**config.mk**
```make
export PLATFORM = sky130hd
export DESIGN_NAME = fetch_unit
export DESIGN_NICKNAME = d
export VERILOG_FILES = /design/src/rtl/fetch_pkg.sv /design/src/rtl/fetch_pc_pair.sv /design/src/rtl/fetch_unit.sv
export SDC_FILE = /design/constraint.sdc
export NUM_CORES = 1
export LEC_CHECK = 0
export CAP_MARGIN = 0
export CELL_PAD_IN_SITES_DETAIL_PLACEMENT = 0
export CELL_PAD_IN_SITES_GLOBAL_PLACEMENT = 1
export CORE_MARGIN = 10
export CORE_UTILIZATION = 39
export CTS_CLUSTER_SIZE = 40
export DETAILED_ROUTE_END_ITERATION = 8
export PLACE_DENSITY_LB_ADDON = 0.1
export SLEW_MARGIN = 15
export SYNTH_ARGS = -nofsm -noshare
export SYNTH_HDL_FRONTEND = slang
export SYNTH_HIERARCHICAL = 1
export SYNTH_SLANG_ARGS = --single-unit
```
**constraint.sdc**
```tcl
create_clock -name clk -period 4.8 [get_ports clk]
set_input_delay 0.48 -clock clk [delete_from_list [all_inputs] [get_ports clk]]
set_output_delay 0.48 -clock clk [all_outputs]
set_load 0.02 [all_outputs]
```
**src/rtl/fetch_pkg.sv**
```systemverilog
// Shared constants and state encoding for the instruction-fetch front end.
package fetch_pkg;

   localparam logic [31:0] NOP_INSTR = 32'h0000_0000;
   localparam logic [31:0] PC_INCR   = 32'd4;

   typedef enum logic {
      SEQ   = 1'b0,
      DSLOT = 1'b1
   } fetch_state_e;

endpackage

```
**src/rtl/fetch_pc_pair.sv**
```systemverilog
// PC/nPC register pair with +4 increment and taken-branch redirect mux.
// A redirect is only accepted when both load enables are high; otherwise the
// enables act independently and the hazard unit re-presents the branch.
module fetch_pc_pair #(
   parameter logic [31:0] RESET_PC = 32'h0000_0000
) (
   input  logic        clk,
   input  logic        rst,
   input  logic        i_pc_le,
   input  logic        i_npc_le,
   input  logic        i_branch_taken,
   input  logic [31:0] i_target_addr,
   output logic [31:0] o_pc,
   output logic [31:0] o_npc,
   output logic        o_redirect
);
   import fetch_pkg::*;

   logic [31:0] r_pc;
   logic [31:0] r_npc;
   logic [31:0] w_pc_nxt;
   logic [31:0] w_npc_nxt;
   logic        w_redirect;

   assign w_redirect = i_branch_taken & i_pc_le & i_npc_le;

   // Next PC/nPC: redirect overrides the sequential step; addition wraps mod 2^32.
   always_comb begin
      w_pc_nxt  = r_pc;
      w_npc_nxt = r_npc;
      if (w_redirect) begin
         w_pc_nxt  = i_target_addr;
         w_npc_nxt = i_target_addr + PC_INCR;
      end else begin
         if (i_pc_le)  w_pc_nxt  = r_npc;
         if (i_npc_le) w_npc_nxt = r_npc + PC_INCR;
      end
   end

   // PC/nPC state registers.
   always_ff @(posedge clk or posedge rst) begin
      if (rst) begin
         r_pc  <= RESET_PC;
         r_npc <= RESET_PC + PC_INCR;
      end else begin
         r_pc  <= w_pc_nxt;
         r_npc <= w_npc_nxt;
      end
   end

   assign o_pc       = r_pc;
   assign o_npc      = r_npc;
   assign o_redirect = w_redirect;

endmodule

```
**src/rtl/fetch_unit.sv**
```systemverilog
// Instruction-fetch front end: PC/nPC pair, IF/ID register, delay-slot FSM
// and fetch counter. Define BRANCH_LIKELY_EN to squash the delay slot of an
// untaken branch-likely (annul) into a NOP; otherwise annul is ignored.
module fetch_unit #(
   parameter int          ADDR_W   = 9,
   parameter logic [31:0] RESET_PC = 32'h0000_0000
) (
   input  logic              clk,
   input  logic              reset,
   input  logic              pc_le,
   input  logic              npc_le,
   input  logic              if_id_le,
   input  logic              branch_taken,
   input  logic [31:0]       target_addr,
   input  logic              annul,
   output logic [ADDR_W-1:0] imem_addr,
   input  logic [31:0]       imem_data,
   output logic [31:0]       pc_out,
   output logic [31:0]       npc_out,
   output logic [31:0]       instruction_reg,
   output logic [31:0]       if_id_pc,
   output logic              in_delay_slot,
   output logic [31:0]       fetch_count
);
   import fetch_pkg::*;

   logic [31:0]  w_pc;
   logic [31:0]  w_npc;
   logic         w_redirect;
   logic         w_squash;
   fetch_state_e r_state;
   fetch_state_e w_state_nxt;
   logic [31:0]  r_instr;
   logic [31:0]  r_if_id_pc;
   logic [31:0]  r_fetch_count;

   fetch_pc_pair #(
      .RESET_PC (RESET_PC)
   ) u_pc_pair (
      .clk            (clk),
      .rst            (reset),
      .i_pc_le        (pc_le),
      .i_npc_le       (npc_le),
      .i_branch_taken (branch_taken),
      .i_target_addr  (target_addr),
      .o_pc           (w_pc),
      .o_npc          (w_npc),
      .o_redirect     (w_redirect)
   );

`ifdef BRANCH_LIKELY_EN
   // Untaken branch-likely: the delay-slot word is replaced by a NOP.
   assign w_squash = annul & ~branch_taken;
`else
   logic w_unused_annul;
   assign w_unused_annul = annul;
   assign w_squash       = 1'b0;
`endif

   // Delay-slot tracking: only advances on cycles that load IF/ID. A squash
   // implies no redirect, so it naturally lands in SEQ.
   always_comb begin
      w_state_nxt = r_state;
      case (r_state)
         SEQ:     if (if_id_le && w_redirect)  w_state_nxt = DSLOT;
         DSLOT:   if (if_id_le && !w_redirect) w_state_nxt = SEQ;
         default: w_state_nxt = SEQ;
      endcase
   end

   // FSM state register.
   always_ff @(posedge clk or posedge reset) begin
      if (reset) r_state <= SEQ;
      else       r_state <= w_state_nxt;
   end

   // IF/ID pipeline register: captures the word fetched at the current PC.
   always_ff @(posedge clk or posedge reset) begin
      if (reset) begin
         r_instr    <= NOP_INSTR;
         r_if_id_pc <= 32'h0;
      end else if (if_id_le) begin
         r_instr    <= w_squash ? NOP_INSTR : imem_data;
         r_if_id_pc <= w_pc;
      end
   end

   // Count of IF/ID loads, annulled loads included; wraps naturally.
   always_ff @(posedge clk or posedge reset) begin
      if (reset)         r_fetch_count <= 32'h0;
      else if (if_id_le) r_fetch_count <= r_fetch_count + 32'd1;
   end

   assign imem_addr       = w_pc[ADDR_W-1:0];
   assign pc_out          = w_pc;
   assign npc_out         = w_npc;
   assign instruction_reg = r_instr;
   assign if_id_pc        = r_if_id_pc;
   assign in_delay_slot   = (r_state == DSLOT);
   assign fetch_count     = r_fetch_count;

endmodule

```
==> qor.yml <==
critPathMaxFanout: 24
clock_skew_ns: 0.00977
synth_edf_count: 0
crit_path_end_kind: "flop"
setup_ws_ns: 1.39
crit_top_cell: "nand2_1"
crit_path_end: "u_pc_pair/o_npc[24]$_DFFE_PP0P_"
synth_top_area_share_pct: 49.5
power.internal_w: 0.00316
ys.warnings.count: 6
clock_latency_ns: 0.42
post-place-ws_ns: 1.09
grt_pass1_vias: 6838
synth_top_area_cell: "dfrtp_1"
die_x_um: 164
grt.overflow.total: 0
relSlewSlack_pct: 39.7
path_cells: "clkdlybuf4s50_1 > nand3_4 > buf_4 > nand2_1 > nand2_1 > ha_1 > nand2_1 > nor4_1 > o221ai_1 > nor2_1 > a211oi_1 > nor4_1"
gp_congestion: 0.831
tritoncts: "yes"
final_cell_mix: "236 x clkdlybuf4s50_1, 160 x dfrtp_1, 72 x mux2_2"
syn_area_um2: 8090
switchingPower_w: 0.00174
cp_slowest_stage_delay_ns: 0.60
power_density_nw_per_um2: 438
die_y_um: 164
p_comb_share_pct: 33.9
crit_buf_inv: 2
pwr-share-clk_pct: 27.0
min_period_ns: 3.41
layout_commonest_cell: "clkdlybuf4s50_1"
antenna_found_initial: 0
die-area_um2: 26900
worst_slew_pin_slew_ns: 0.905
crit_required_ns: 5.12
boundaryPins: 241
grt_max_degree: 71
synth_cell_type_count: 61
drtPass1Iterations: 5
synth.net_count: 830
regToRegEndpoint: "u_pc_pair/o_npc[24]$_DFFE_PP0P_"
syn_inst: 757
finalHoldViolations: 0
critPathSlowestCell: "nor4_1"
setup_viol: 0
maxCapViolations: 0
cp_top_family: "simple AND/OR/NAND/NOR gates"
hold_slack_ns: 0.474
leakage_nw: 4.69
cts_made_buffers: 17
cts_root_buf: "clkbuf_16"
cts_hold_buf: 0
irDropWorstVdd_mv: 0.238
track_usage_pct: 17.9
ys.flop_type: "dfrtp_1"
drc: 0
status: "finished, final reports clean"
grt_pass1_wl_mm: 38.7
vias: 6791
rsz0062_at_grt: "false"
synth.area.top_cells: "dfrtp_1 49%, mux2_2 10%, mux2i_1 5.1%"
diodes: 0
syn_area_per_cell_um2: 10.7
sw_frac_of_total_pct: 35.5
final_nets: 1046
rows: 52
yosysSeqAreaShare_pct: 49.8
areaGrowthSynthToFinish_pct: 38.5
hp-class: "reg2reg"
cp.arrival_ns: 3.72
ys_async_sr_fraction_pct: 100
post-cts-setup-buffers: 0
cts_resized: 0
setup.worst_path.start: "branch_taken"
routed_wl_mm: 24.6
io_buffers: 239
fin_total_pwr_w: 0.00490
dp_cells: 1224
crit_cells: 12
drtIter0Drc: 355
vias_per_cell: 5.41
ff2ff_setup_slack_ns: 1.82
fin_setup_tns_ns: 0
crit_type: "in2reg"
yosys_register_bits: 161
clk_pin_slew_worst_paths_ns: 0.07
cts_buffer_depth: 2
min_period_over_period_pct: 71.0
drive_above_1_share_pct: 13.6
slew_violations: 0
final_cells: 1256
worstRegToRegCells: 9
core_um2: 20300
start_util_pct: 39.9
reg2reg_from: "u_pc_pair/o_npc[2]$_DFFE_PP1P_"
drtAntennaViolNets: 0
start_kind: "input port"
power_frac_seq_pct: 39.0
dp_hpwl_mm: 18.0
avgRoutedWirePerCell_um: 19.6
cts_max_level: 4
worst_hold_startpoint: "fetch_count[31]$_DFFE_PP0P_"
cts_sinks: 161
max_freq_ghz: 0.294
nFillCells: 1817
[power by group through the flow]
stage          sequential (W)  clock (W)  combinational [W]
6_report              0.00191    0.00133            0.00166
5_1_grt               0.00196    0.00142            0.00178
4_1_cts               0.00192    0.00136            0.00169
3_5_place_dp          0.00194          0            0.00168
3_3_place_gp          0.00192          0            0.00166
2_1_floorplan         0.00219          0           0.000569
[layer usage]
metal	vias up	wire, um	track usage (%)
li1	3193	-	-
met1	3373	10600	22.8
met2	196	12100	29.4
met3	29	1590	4.13
met4	0	354	5.73
met5	-	0	0
[cell type report]
class | instances | area [um^2] | share of cell area (%)
timing repair buffer | 248 | 2450 | 21.8
multi-input combinational | 534 | 3780 | 33.7
clock inverter | 12 | 121 | 1.08
inverter | 11 | 43.8 | 0.391
sequential | 161 | 4030 | 36.0
clock buffer | 20 | 447 | 3.99
tap | 270 | 338 | 3.02
[worst min-delay path by stage]
stage                                        endpoint  slack (ns)  depth (start not counted)
after floorplan           fetch_count[31]$_DFFE_PP0P_        0.58                          1
after global placement    fetch_count[31]$_DFFE_PP0P_        0.46                          1
after detailed placement  fetch_count[31]$_DFFE_PP0P_        0.47                          1
after CTS                 fetch_count[31]$_DFFE_PP0P_        0.48                          1
after global routing      fetch_count[31]$_DFFE_PP0P_        0.50                          1
final                     fetch_count[31]$_DFFE_PP0P_        0.47                          1
[worst register-to-register path, stage by stage, from the launching register on]
cell and delay, ns:
dfstp_2 0.56, mux2i_1 0.10, inv_1 0.08, ha_1 0.28, nand2_1 0.11, nor4_1 0.60, o221ai_1 0.33, nor2_1 0.37
a211oi_1 0.13, nor4_1 0.31
[per-stage QoR]
| step | cell area (um^2) | util [%] |
|---|---|---|
| after floorplan | 8090 | - |
| final | 11200 | 55.2 |
| after global placement | 10600 | 52.4 |
| after CTS | 11200 | 55.2 |
| after detailed placement | 10600 | 52.4 |
| after global routing | 11200 | 55.2 |
[cell usage after synthesis (3+ instances only)]
cell and instances:
o21ai_0 20, inv_1 9, xnor2_1 27, nor3_1 10
nand3_1 36, dfrtp_1 160, o31ai_1 6, xor2_1 12
buf_2 7, clkbuf_1 23, nand2b_1 5, or4_1 3
buf_1 11, a21o_1 4, a211oi_1 6, mux2_2 72
nor4_4 3, o211ai_1 8, nand2_1 59, nand4_1 24
and4_1 10, nor2_1 56, a21oi_1 60, nor4_1 4
and3_1 14, a311oi_1 4, buf_4 9, mux2i_1 41
a31oi_1 14
[logic make-up after synthesis]
kind of cell	share of synthesized area, %
buffers and inverters	3.49
AND/OR/NAND/NOR	15.9
AO/OA/AOI/OAI	11.2
XOR/XNOR	4.22
adder cells (fa/ha/maj)	0.309
flip-flops	49.8
multiplexers	15.1
Note: power is estimated with default switching activity, not from simulation.
